$ cat config.mk
export PLATFORM = sky130hd
export DESIGN_NAME = multicycle_ctrl
export DESIGN_NICKNAME = d
export VERILOG_FILES = /design/src/rtl/multicycle_ctrl.sv
export SDC_FILE = /design/constraint.sdc
export NUM_CORES = 1
export LEC_CHECK = 0
export ABC_CLOCK_PERIOD_IN_PS = 3800
export CAP_MARGIN = 5
export CORE_UTILIZATION = 47
export DETAILED_ROUTE_END_ITERATION = 8
export PLACE_DENSITY = 0.94
export SYNTH_ARGS = -nofsm -noshare
export SYNTH_HDL_FRONTEND = slang
export SYNTH_SLANG_ARGS = --single-unit
export TNS_END_PERCENT = 5
$ cat constraint.sdc
create_clock -name clk -period 3.8 [get_ports clk]
set_input_delay 1.14 -clock clk [delete_from_list [all_inputs] [get_ports clk]]
set_output_delay 1.14 -clock clk [all_outputs]
set_load 0.05 [all_outputs]
$ cat src/rtl/multicycle_ctrl.sv
// Multi-cycle RISC-V style control FSM: FETCH/DECODE/EXEC/MEM/WB (+HALT).
// The instruction class, alu_cc and alu_src are captured in DECODE and held
// until the instruction retires. Strobes decode only from registered state;
// the single exception is pc_write/ir_write, which also depend on the run input.
// Optional feature macro: CTRL_ILLEGAL_TRAP_EN makes an illegal opcode trap
// into HALT. When the macro is undefined, an illegal opcode retires as a NOP.
module multicycle_ctrl #(
  parameter int unsigned ALU_CC_W = 4,
  parameter int unsigned CNT_W    = 16
) (
  input  logic                clk,
  input  logic                reset,
  input  logic                run,
  input  logic [6:0]          opcode,
  input  logic [2:0]          funct3,
  input  logic [6:0]          funct7,
  output logic                pc_write,
  output logic                ir_write,
  output logic                reg_write,
  output logic                mem2reg,
  output logic                alu_src,
  output logic                mem_write,
  output logic                mem_read,
  output logic [ALU_CC_W-1:0] alu_cc,
  output logic [2:0]          state,
  output logic                illegal,
  output logic [CNT_W-1:0]    retired
);

  typedef enum logic [2:0] {
    StFetch  = 3'd0,
    StDecode = 3'd1,
    StExec   = 3'd2,
    StMem    = 3'd3,
    StWb     = 3'd4,
    StHalt   = 3'd5
  } state_e;

  typedef enum logic [1:0] {ClsR, ClsI, ClsLoad, ClsStore} cls_e;

  localparam logic [3:0] CcAdd = 4'b0010;
  localparam logic [3:0] CcSub = 4'b0110;
  localparam logic [3:0] CcAnd = 4'b0000;
  localparam logic [3:0] CcOr  = 4'b0001;
  localparam logic [3:0] CcXor = 4'b0011;
  localparam logic [3:0] CcSlt = 4'b0111;
  localparam logic [3:0] CcSll = 4'b1000;
  localparam logic [3:0] CcSrl = 4'b1001;
  localparam logic [3:0] CcSra = 4'b1010;

  state_e                state_q;
  cls_e                  cls_q;
  logic [ALU_CC_W-1:0]   alu_cc_q;
  logic                  alu_src_q;
  logic [CNT_W-1:0]      retired_q;

  cls_e                  dec_cls;
  logic                  dec_legal;
  logic [3:0]            dec_cc;

  // Classify the opcode and derive the ALU operation; consumed only in DECODE.
  always_comb begin
    dec_cls   = ClsR;
    dec_legal = 1'b1;
    dec_cc    = CcAdd;
    unique case (opcode)
      7'b0110011: dec_cls = ClsR;
      7'b0010011: dec_cls = ClsI;
      7'b0000011: dec_cls = ClsLoad;
      7'b0100011: dec_cls = ClsStore;
      default:    dec_legal = 1'b0;
    endcase
    if (dec_legal && (dec_cls == ClsR || dec_cls == ClsI)) begin
      case (funct3)
        // Only R-type distinguishes SUB; for I-ALU, funct3=000 is always ADDI.
        3'b000:  dec_cc = (dec_cls == ClsR && funct7 == 7'b0100000) ? CcSub : CcAdd;
        3'b111:  dec_cc = CcAnd;
        3'b110:  dec_cc = CcOr;
        3'b100:  dec_cc = CcXor;
        3'b010:  dec_cc = CcSlt;
        3'b001:  dec_cc = CcSll;
        3'b101: begin
          if (dec_cls == ClsR) dec_cc = (funct7 == 7'b0100000) ? CcSra : CcSrl;
          else                 dec_cc = funct7[5] ? CcSra : CcSrl;
        end
        default: dec_cc = CcAdd;
      endcase
    end
  end

`ifdef CTRL_ILLEGAL_TRAP_EN
  logic illegal_q;
`endif

  // Main FSM: state, captured instruction info and retired counter.
  always_ff @(posedge clk or posedge reset) begin
    if (reset) begin
      state_q   <= StFetch;
      cls_q     <= ClsR;
      alu_cc_q  <= ALU_CC_W'(CcAdd);
      alu_src_q <= 1'b0;
      retired_q <= '0;
`ifdef CTRL_ILLEGAL_TRAP_EN
      illegal_q <= 1'b0;
`endif
    end else begin
      case (state_q)
        StFetch: begin
          if (run) state_q <= StDecode;
        end
        StDecode: begin
          cls_q     <= dec_cls;
          alu_cc_q  <= ALU_CC_W'(dec_cc);
          alu_src_q <= (dec_cls != ClsR);
          if (dec_legal) begin
            state_q <= StExec;
          end else begin
`ifdef CTRL_ILLEGAL_TRAP_EN
            state_q   <= StHalt;
            illegal_q <= 1'b1;
`else
            // Illegal opcode retires as a NOP.
            state_q   <= StFetch;
            retired_q <= retired_q + CNT_W'(1);
`endif
          end
        end
        StExec: begin
          state_q <= (cls_q == ClsLoad || cls_q == ClsStore) ? StMem : StWb;
        end
        StMem: begin
          if (cls_q == ClsLoad) begin
            state_q <= StWb;
          end else begin
            state_q   <= StFetch;
            retired_q <= retired_q + CNT_W'(1);
          end
        end
        StWb: begin
          state_q   <= StFetch;
          retired_q <= retired_q + CNT_W'(1);
        end
        StHalt: begin
`ifdef CTRL_ILLEGAL_TRAP_EN
          state_q <= StHalt;
`else
          state_q <= StFetch;
`endif
        end
        default: state_q <= StFetch;
      endcase
    end
  end

  // Strobes decoded from registered state (plus run for the fetch strobes).
  assign pc_write  = (state_q == StFetch) && run;
  assign ir_write  = (state_q == StFetch) && run;
  assign mem_read  = (state_q == StMem) && (cls_q == ClsLoad);
  assign mem_write = (state_q == StMem) && (cls_q == ClsStore);
  assign reg_write = (state_q == StWb);
  assign mem2reg   = (state_q == StWb) && (cls_q == ClsLoad);
  assign alu_src   = alu_src_q;
  assign alu_cc    = alu_cc_q;
  assign state     = state_q;
  assign retired   = retired_q;
`ifdef CTRL_ILLEGAL_TRAP_EN
  assign illegal   = illegal_q;
`else
  assign illegal   = 1'b0;
`endif

endmodule

Word level (Yosys, flattened, before mapping)
Index checks and enable logic that the tools add are counted.

word-level totals
  bits in registers = 26
  input port bits = 20
  output and inout bits = 31
  word-level logic and storage cells = 58

operators by class
  add/sub/neg operators = 1
  equality and inequality tests = 21
  mux-type cells = 16
  reductions and logical operators = 15

operators by type and width
  cell                     count
  $pmux W16 S3             1
  $mux W16                 2
  $pmux W4 S7              1
  $eq A7 B6 Y1 const B     3
  $add A16 B1 Y16 const B  1
  $eq A3 B3 Y1 const B     5
  $mux W3                  4
  $pmux W3 S4              1
  $eq A3 B2 Y1 const B     3
  $mux W2                  4
  $eq A7 B2 Y1 const B     1
  $eq A7 B5 Y1 const B     1
  $eq A3 B1 Y1 const B     2
  $logic_and A1 B1 Y1      6
  $logic_not A3 Y1         2
  $ne A2 B2 Y1 const B     3
  $pmux W2 S3              1
  $eq A2 B2 Y1 const B     2
  $mux W4                  1
  $reduce_or A4 Y1         1
  $reduce_and A3 Y1        1
  $reduce_bool A3 Y1       1
  $eq A2 B1 Y1 const B     1
  $logic_not A2 Y1         1
  3 further kinds          4

Depth between registers and ports, before layout
Gate-level depths: netlist (run 1).

  depth after elaboration = 7
  depth in mapped cells = 6
  depth with buffers taken out = 5

Least setup slack after synthesis (run 1)
Ideal clock, no wire load.

  kind = in2out
  from = input run
  to = output pc_write
  data arrival time = 2.673 ns
  data required time = 2.660 ns
  slack = -0.013 ns
  stages on the path = 3
  path buffers = 1
  path through = nand2b_1 > nor3_1 > buf_4

between the ends
  cells in the longest elaborated chain, start to end = 1

RTL lines
  what                 line  text
  start: declaration   13    input logic run,
  $logic_and A1 B1 Y1  n/a
  end: declaration     17    output logic pc_write,

No other way between the ends.

Worst setup path after layout (run 1)
  from = register state_q[0] (netlist: state[0])
  to = output mem2reg

between the ends
  cells in the longest elaborated chain, start to end = 2

RTL lines
  what                      line  text
  start: declaration        51    state_e state_q;
  start signal: assignment  98    state_q <= StFetch;
  start signal: assignment  109   if (run) state_q <= StDecode;
  start signal: assignment  116   state_q <= StExec;
  $eq A3 B3 Y1              161   assign mem2reg = (state_q == StWb) && (cls_q == ClsLoad);
  $logic_and A1 B1 Y1       161
  end: declaration          20    output logic mem2reg,

No other way between the ends.

==> results of run 1 <==
==> registers in the layout, summed over array words and instances (netlist names) <==
name	count
alu_src	1
retired	16
state	3
alu_cc	4
cls_q	2
==> layout by cell type (no fill, tap or decap), drive strengths merged, types with 4 or more instances in the layout <==
cell / count
nor2: 5
inv: 4
nand3: 8
xnor2: 13
dfrtp: 25
clkdlybuf4s50: 47
nand2: 15
clkbuf: 4
o21ai: 5
nand4: 4
and3: 6
==> per-stage QoR <==
| step | cell area, sq um | utilization | worst slack [ns] | cells | power [mW] |
|---|---|---|---|---|---|
| after floorplan | 1384 | - | 0.4788 | 127 | 0.5667 |
| after detailed placement | 1896 | 0.6874 | 0.4542 | 202 | 0.6851 |
| final | 1932 | 0.7005 | 0.3824 | 206 | 0.8232 |
| after global routing | 1932 | 0.7005 | 0.3087 | 206 | 0.8597 |
| after global placement | 1896 | 0.6874 | 0.5167 | 202 | 0.6734 |
| after CTS | 1932 | 0.7005 | 0.3745 | 206 | 0.8270 |
==> worst paths after layout <==
check	startpoint	to	cells after the start
hold reg to reg	retired[15]$_DFFE_PP0P_	retired[15]$_DFFE_PP0P_	1
setup / recovery	state[0]$_DFFE_PP0P_	mem2reg	3
hold / removal	retired[15]$_DFFE_PP0P_	retired[15]$_DFFE_PP0P_	1
max in group asynchronous	reset	retired[0]$_DFFE_PP0P_	2
setup reg to reg	state[0]$_DFFE_PP0P_	alu_cc[1]$_DFFE_PP1N_	5
min in group asynchronous	reset	retired[10]$_DFFE_PP0P_	2
==> cell usage after synthesis (2+ instances only) <==
| master | n |
|---|---|
| xor2_1 | 3 |
| nand3_1 | 8 |
| and4_1 | 2 |
| and3_1 | 5 |
| nor3_1 | 3 |
| nand2b_1 | 2 |
| inv_1 | 4 |
| a211oi_4 | 2 |
| xnor2_1 | 13 |
| o22ai_1 | 2 |
| nand4_1 | 4 |
| o21ai_0 | 4 |
| and2_1 | 2 |
| nor2_1 | 4 |
| nand2_1 | 15 |
| buf_4 | 3 |
| dfrtp_1 | 25 |
==> per-layer routing <==
layer  wire (um)  share of wire  global-route usage  vias to the layer above
li1            -              -                   -                      540
met1        1235           0.41              0.2538                      553
met2        1585           0.52              0.4014                       46
met3         176          0.058             0.04419                        5
met4          42          0.014             0.08014                        0
met5           0              0                   0                        -
==> logic make-up (layout without fill, tap and decap cells) <==
family | Yosys count | in the layout | share of synthesized area
AOI/OAI and AO/OA | 18 | 18 | 0.1279
xor gates and xnor gates | 16 | 16 | 0.1016
adders and majority gates | 1 | 1 | 0.009073
buffers and inverters | 9 | 57 | 0.03810
DFF | 26 | 26 | 0.4728
muxes | 1 | 1 | 0.01089
other | 1 | 1 | 0.002720
and+or+nand+nor | 55 | 55 | 0.2368
==> area by class of cell <==
type                            instances  area, sq um  share of cell area
Inverter                                4        15.01            0.007772
Tap cell                               31        38.79             0.02008
Sequential cell                        26        651.9              0.3374
Multi-Input combinational cell         92        679.4              0.3517
Timing Repair Buffer                   49        510.5              0.2642
Clock buffer                            4        36.28             0.01878
==> where the power goes <==
part / switching [mW] / leakage [nW] / internal [mW]
registers: 0.0501 / 0.342 / 0.311
logic: 0.194 / 0.400 / 0.126
clock network: 0.0833 / 0.0210 / 0.0587
total: 0.327 / 0.763 / 0.496
==> metrics.csv, run 1 <==
stage;metric;value;unit
drt;antenna-violating nets left;0;
status;outcome;finished clean;
logic_synthesis;FFs w/ async S/R, synth;1.000;
global_routing;global-route wire length before repair;5423;um
run;max-cap viol count;0;
clock_network;CTS sink count;26;
setup_path;crit path buf inv count;1;
setup_path;Worst Path Arrival;2.28;ns
setup_path;crit path kind;reg -> out;
sta;min cycle time layout;3.418;ns
sta;Slew HR;0.3386;
global_routing;vias in the first global route;1185;
die;Rows;19;
die;die height;56.17;um
sta;RSZ-0062 raised after global routing;no;
setup_path;Worst Path Max Fanout;10;
setup_path;critical path's top delay family;buffers and inverters;
global_routing;GRT Residual Overflow;0;
cells_and_area;ant diodes;0;
clock_network;postcts setup bufs;0;
logic_synthesis;sequential share of the synthesized area;0.4728;
placement;Buffers on Ports;49;
sta;final setup fails;0;
cells_and_area;nets;197;
clock_network;hold_buf cts;0;
sta;final hold violation count;0;
setup_path;startpoint types;register;
drt;First-pass DRT Iterations;4;
drt;DR WL/cell;14.75;um
logic_synthesis;YS warnings;0;
setup_path;r2r setup slk;1.93;ns
setup_path;data required time of the critical path;2.66;ns
die;IO Pins;51;
global_routing;initial antenna violation count;0;
setup_path;CP max stage delay;0.81;ns
die;DIE AREA;3155;sq um
logic_synthesis;Mapped Area;1379;sq um
sta;Slew @ Worst Pin;0.9909;ns
sta;Worst Clk Skew;0.01088;ns
setup_path;critical-path cell list;nor3b_4, and3_2, clkdlybuf4s50_1;
clock_network;Root Driver;clkbuf_4;
cells_and_area;share of layout cells above drive strength 1;0.1200;
pwr;VDD IR max;0.4625;mV
die;Core Region;2758;sq um
global_routing;largest net degree at the start of global routing;27;
drt;DRC viols;0;
drt;number of DRC markers in iteration 0;30;
sta;fmax;292.6;MHz
clock_network;CTS Buffer Depth;2;
drt;vias per cell;5.553;
clock_network;CTS tree;done;
logic_synthesis;Yosys top cell by area;dfrtp_1;
sta;Tcrit/Tclk final;0.8994;
logic_synthesis;Avg Inst Size Synth;10.86;sq um
die;die width;56.17;um
clock_network;H-tree lvl count;1;
logic_synthesis;top cells by area, synth;dfrtp_1 (45%), xnor2_1 (8.3%), nand2_1 (4.1%);
logic_synthesis;top_reg_cell synth;dfrtp_1;
global_routing;GRT Total Usage;0.2204;
setup_path;Slowest cell on crit path;clkdlybuf4s50_1;
logic_synthesis;EDFF count, synth;0;
setup_path;CP Capture Type;primary output;
placement;GPL Wtd Cong;0.8078;
cells_and_area;fill cell count;226;
drt;Via Count;1144;
pwr;Leakage;0.7634;nW
clock_network;Clk Latency, worst-skew pair;0.33;ns
clock_network;CTS clk-pin slew, worst paths;0.15;ns
logic_synthesis;Syn Inst Count;127;
cells_and_area;area grow syn2layout;40.11;%
pwr;PD cells;426.1;nW/um^2
placement;Final HPWL DP;2354;um
logic_synthesis;area share of the largest cell type after synthesis;0.4537;
clock_network;# resized after CTS;0;
drt;final WL;3039;um
clock_network;clock buffer count from CTS;3;
logic_synthesis;flip-flop and latch count after synthesis;26;
sta;final slew viol count;0;
sta;hold_ws;0.4984;ns
die;Starting Density;0.5000;
logic_synthesis;syn nets;148;
sta;Final TNS setup;0;ns
logic_synthesis;number of distinct library cells after synthesis;43;
min_path;worst min-delay path class;reg -> reg;
No activity file was read; power rests on OpenSTA's default activity.
==> run 2, diff against run 1 <==
--- a/config.mk
+++ b/config.mk
@@ -7,6 +7,7 @@
 export LEC_CHECK = 0
 export ABC_CLOCK_PERIOD_IN_PS = 3800
 export CAP_MARGIN = 5
+export CORE_MARGIN = 5
 export CORE_UTILIZATION = 47
 export DETAILED_ROUTE_END_ITERATION = 8
 export PLACE_DENSITY = 0.94
==> metrics.csv, run 2 (synthesis gave the netlist of run 1 again) <==
stage;metric;value;unit;change
placement;Buffers on Ports;49;;unchanged
setup_path;Worst Path Max Fanout;10;;unchanged
drt;final WL;3289;um;+8.2%
cells_and_area;number of flip-flops in the largest register;16;;unchanged
die;Starting Density;0.4957;;-0.004274
sta;Slew HR;0.3561;;+0.01744
setup_path;crit path kind;reg -> out;;
setup_path;startpoint types;register;;
drt;Via Count;1136;;-0.70%
cells_and_area;most frequent cells in the layout;clkdlybuf4s50_1 (47), dfrtp_1 (25), nand2_1 (15);;
pwr;PD cells;426.9;nW/um^2;+0.19%
die;IO Pins;51;;unchanged
cells_and_area;area of the multi-input gates;679.4;sq um;unchanged
global_routing;global-route wire length before repair;5492;um;+1.3%
setup_path;crit path buf inv count;1;;unchanged
cells_and_area;fin cells;206;;unchanged
global_routing;GRT Residual Overflow;0;;unchanged
sta;final hold violation count;0;;unchanged
clock_network;Root Driver;clkbuf_4;;
cells_and_area;post-layout instance area;1932;sq um;unchanged
drt;DR WL/cell;15.97;um;+8.2%
drt;vias per cell;5.515;;-0.70%
run;max-cap viol count;0;;unchanged
clock_network;CTS sink count;26;;unchanged
global_routing;largest net degree at the start of global routing;27;;unchanged
clock_network;# resized after CTS;0;;unchanged
pwr;VDD IR max;0.4050;mV;-12%
cells_and_area;nets;197;;unchanged
clock_network;CTS Buffer Depth;2;;unchanged
clock_network;postcts setup bufs;0;;unchanged
sta;min cycle time layout;3.395;ns;-0.02259 ns
sta;Slew @ Worst Pin;0.9648;ns;-0.02613 ns
placement;pre-CTS setup slack;0.4625;ns;+0.008374 ns
cells_and_area;share of layout cells above drive strength 1;0.1200;;unchanged
setup_path;CP max stage delay;0.80;ns;about the same
cells_and_area;fin util;0.6946;;-0.005987
sta;Tcrit/Tclk final;0.8934;;-0.005944
setup_path;data required time of the critical path;2.66;ns;about the same
setup_path;critical path's top delay family;buffers and inverters;;
die;Core Region;2781;sq um;+0.86%
die;DIE AREA;4117;sq um;+31%
drt;antenna-violating nets left;0;;unchanged
cells_and_area;fill cell count;208;;-8.0%
cells_and_area;commonest non-fill, non-tap cell in the layout;clkdlybuf4s50_1;;
clock_network;CTS clk-pin slew, worst paths;0.14;ns;about the same
global_routing;vias in the first global route;1181;;-0.34%
sta;final setup fails;0;;unchanged
clock_network;hold_buf cts;0;;unchanged
sta;fmax;294.5;MHz;+0.67%
placement;Placed Area;1896;sq um;unchanged
sta;RSZ-0062 raised after global routing;no;;
pwr;Leakage;0.7634;nW;unchanged
setup_path;r2r setup slk;1.97;ns;+0.04 ns
cells_and_area;ant diodes;0;;unchanged
die;die height;64.17;um;+14%
setup_path;R2R depth;5;;unchanged
drt;number of DRC markers in iteration 0;48;;+60%
drt;First-pass DRT Iterations;4;;unchanged
drt;DRC viols;0;;unchanged
sta;hold_ws;0.4821;ns;-0.01628 ns
clock_network;clock buffer count from CTS;3;;unchanged
setup_path;Worst Path Arrival;2.26;ns;-0.02 ns
pwr;total power;0.8248;mW;+0.19%
setup_path;CP Capture Type;primary output;;
placement;placed insts;202;;unchanged
sta;final slew viol count;0;;unchanged
setup_path;Slowest cell on crit path;clkdlybuf4s50_1;;
clock_network;CTS tree;done;;
sta;Worst Clk Skew;0.002024;ns;-0.008859 ns
min_path;worst min-delay path class;reg -> reg;;
die;Rows;19;;unchanged
cells_and_area;area grow syn2layout;40.11;%;unchanged
setup_path;stages on the worst setup path;3;;unchanged
die;die width;64.17;um;+14%
status;outcome;finished clean;;
setup_path;critical-path cell list;nor3b_4, and3_2, clkdlybuf4s50_1;;
min_path;Hold Path Stages;1;;unchanged
sta;Final Worst Setup Slack;0.4050;ns;+0.02259 ns
clock_network;Clk Latency, worst-skew pair;0.32;ns;about the same
global_routing;GRT Total Usage;0.1685;;-0.05192
sta;Final TNS setup;0;ns;unchanged
placement;Final HPWL DP;2658;um;+13%
clock_network;H-tree lvl count;1;;unchanged
global_routing;initial antenna violation count;0;;unchanged
cells_and_area;Reg area;651.9;sq um;unchanged
placement;GPL Wtd Cong;0.8231;;+1.9%
[run 2: area by class of cell]
cell class,count,share of cell area
Multi-Input combinational cell,92,0.3517
Timing Repair Buffer,49,0.2642
Inverter,4,0.007772
Sequential cell,26,0.3374
Tap cell,31,0.02008
Clock buffer,4,0.01878
[run 2: path summary, 6_finish.rpt]
kind,from,end
setup / recovery,state[0]$_DFFE_PP0P_,mem2reg
setup reg to reg,state[0]$_DFFE_PP0P_,alu_cc[1]$_DFFE_PP1N_
hold / removal,retired[15]$_DFFE_PP0P_,retired[15]$_DFFE_PP0P_
hold reg to reg,retired[15]$_DFFE_PP0P_,retired[15]$_DFFE_PP0P_
min in group asynchronous,reset,alu_src$_DFFE_PP0N_
max in group asynchronous,reset,retired[5]$_DFFE_PP0P_
[run 2: routing by layer]
metal | track usage | vias up | routed length [um]
met4 | 0.05344 | 0 | 43
met3 | 0.03152 | 5 | 219
met1 | 0.1863 | 546 | 1255
met2 | 0.3204 | 49 | 1770
li1 | - | 536 | -
met5 | 0 | - | 0
[run 2: report_power, final]
group          internal (mW)  total [mW]  switching (mW)
clock                 0.0587       0.142          0.0833
combinational          0.125       0.321           0.195
sequential             0.311       0.362          0.0512
==> run 3, diff against run 2 <==
--- a/config.mk
+++ b/config.mk
@@ -11,6 +11,7 @@
 export CORE_UTILIZATION = 47
 export DETAILED_ROUTE_END_ITERATION = 8
 export PLACE_DENSITY = 0.94
+export SLEW_MARGIN = 15
 export SYNTH_ARGS = -nofsm -noshare
 export SYNTH_HDL_FRONTEND = slang
 export SYNTH_SLANG_ARGS = --single-unit
==> results of run 3 <==
No change in the layout: final DEF, timing and power equal those of run 2.
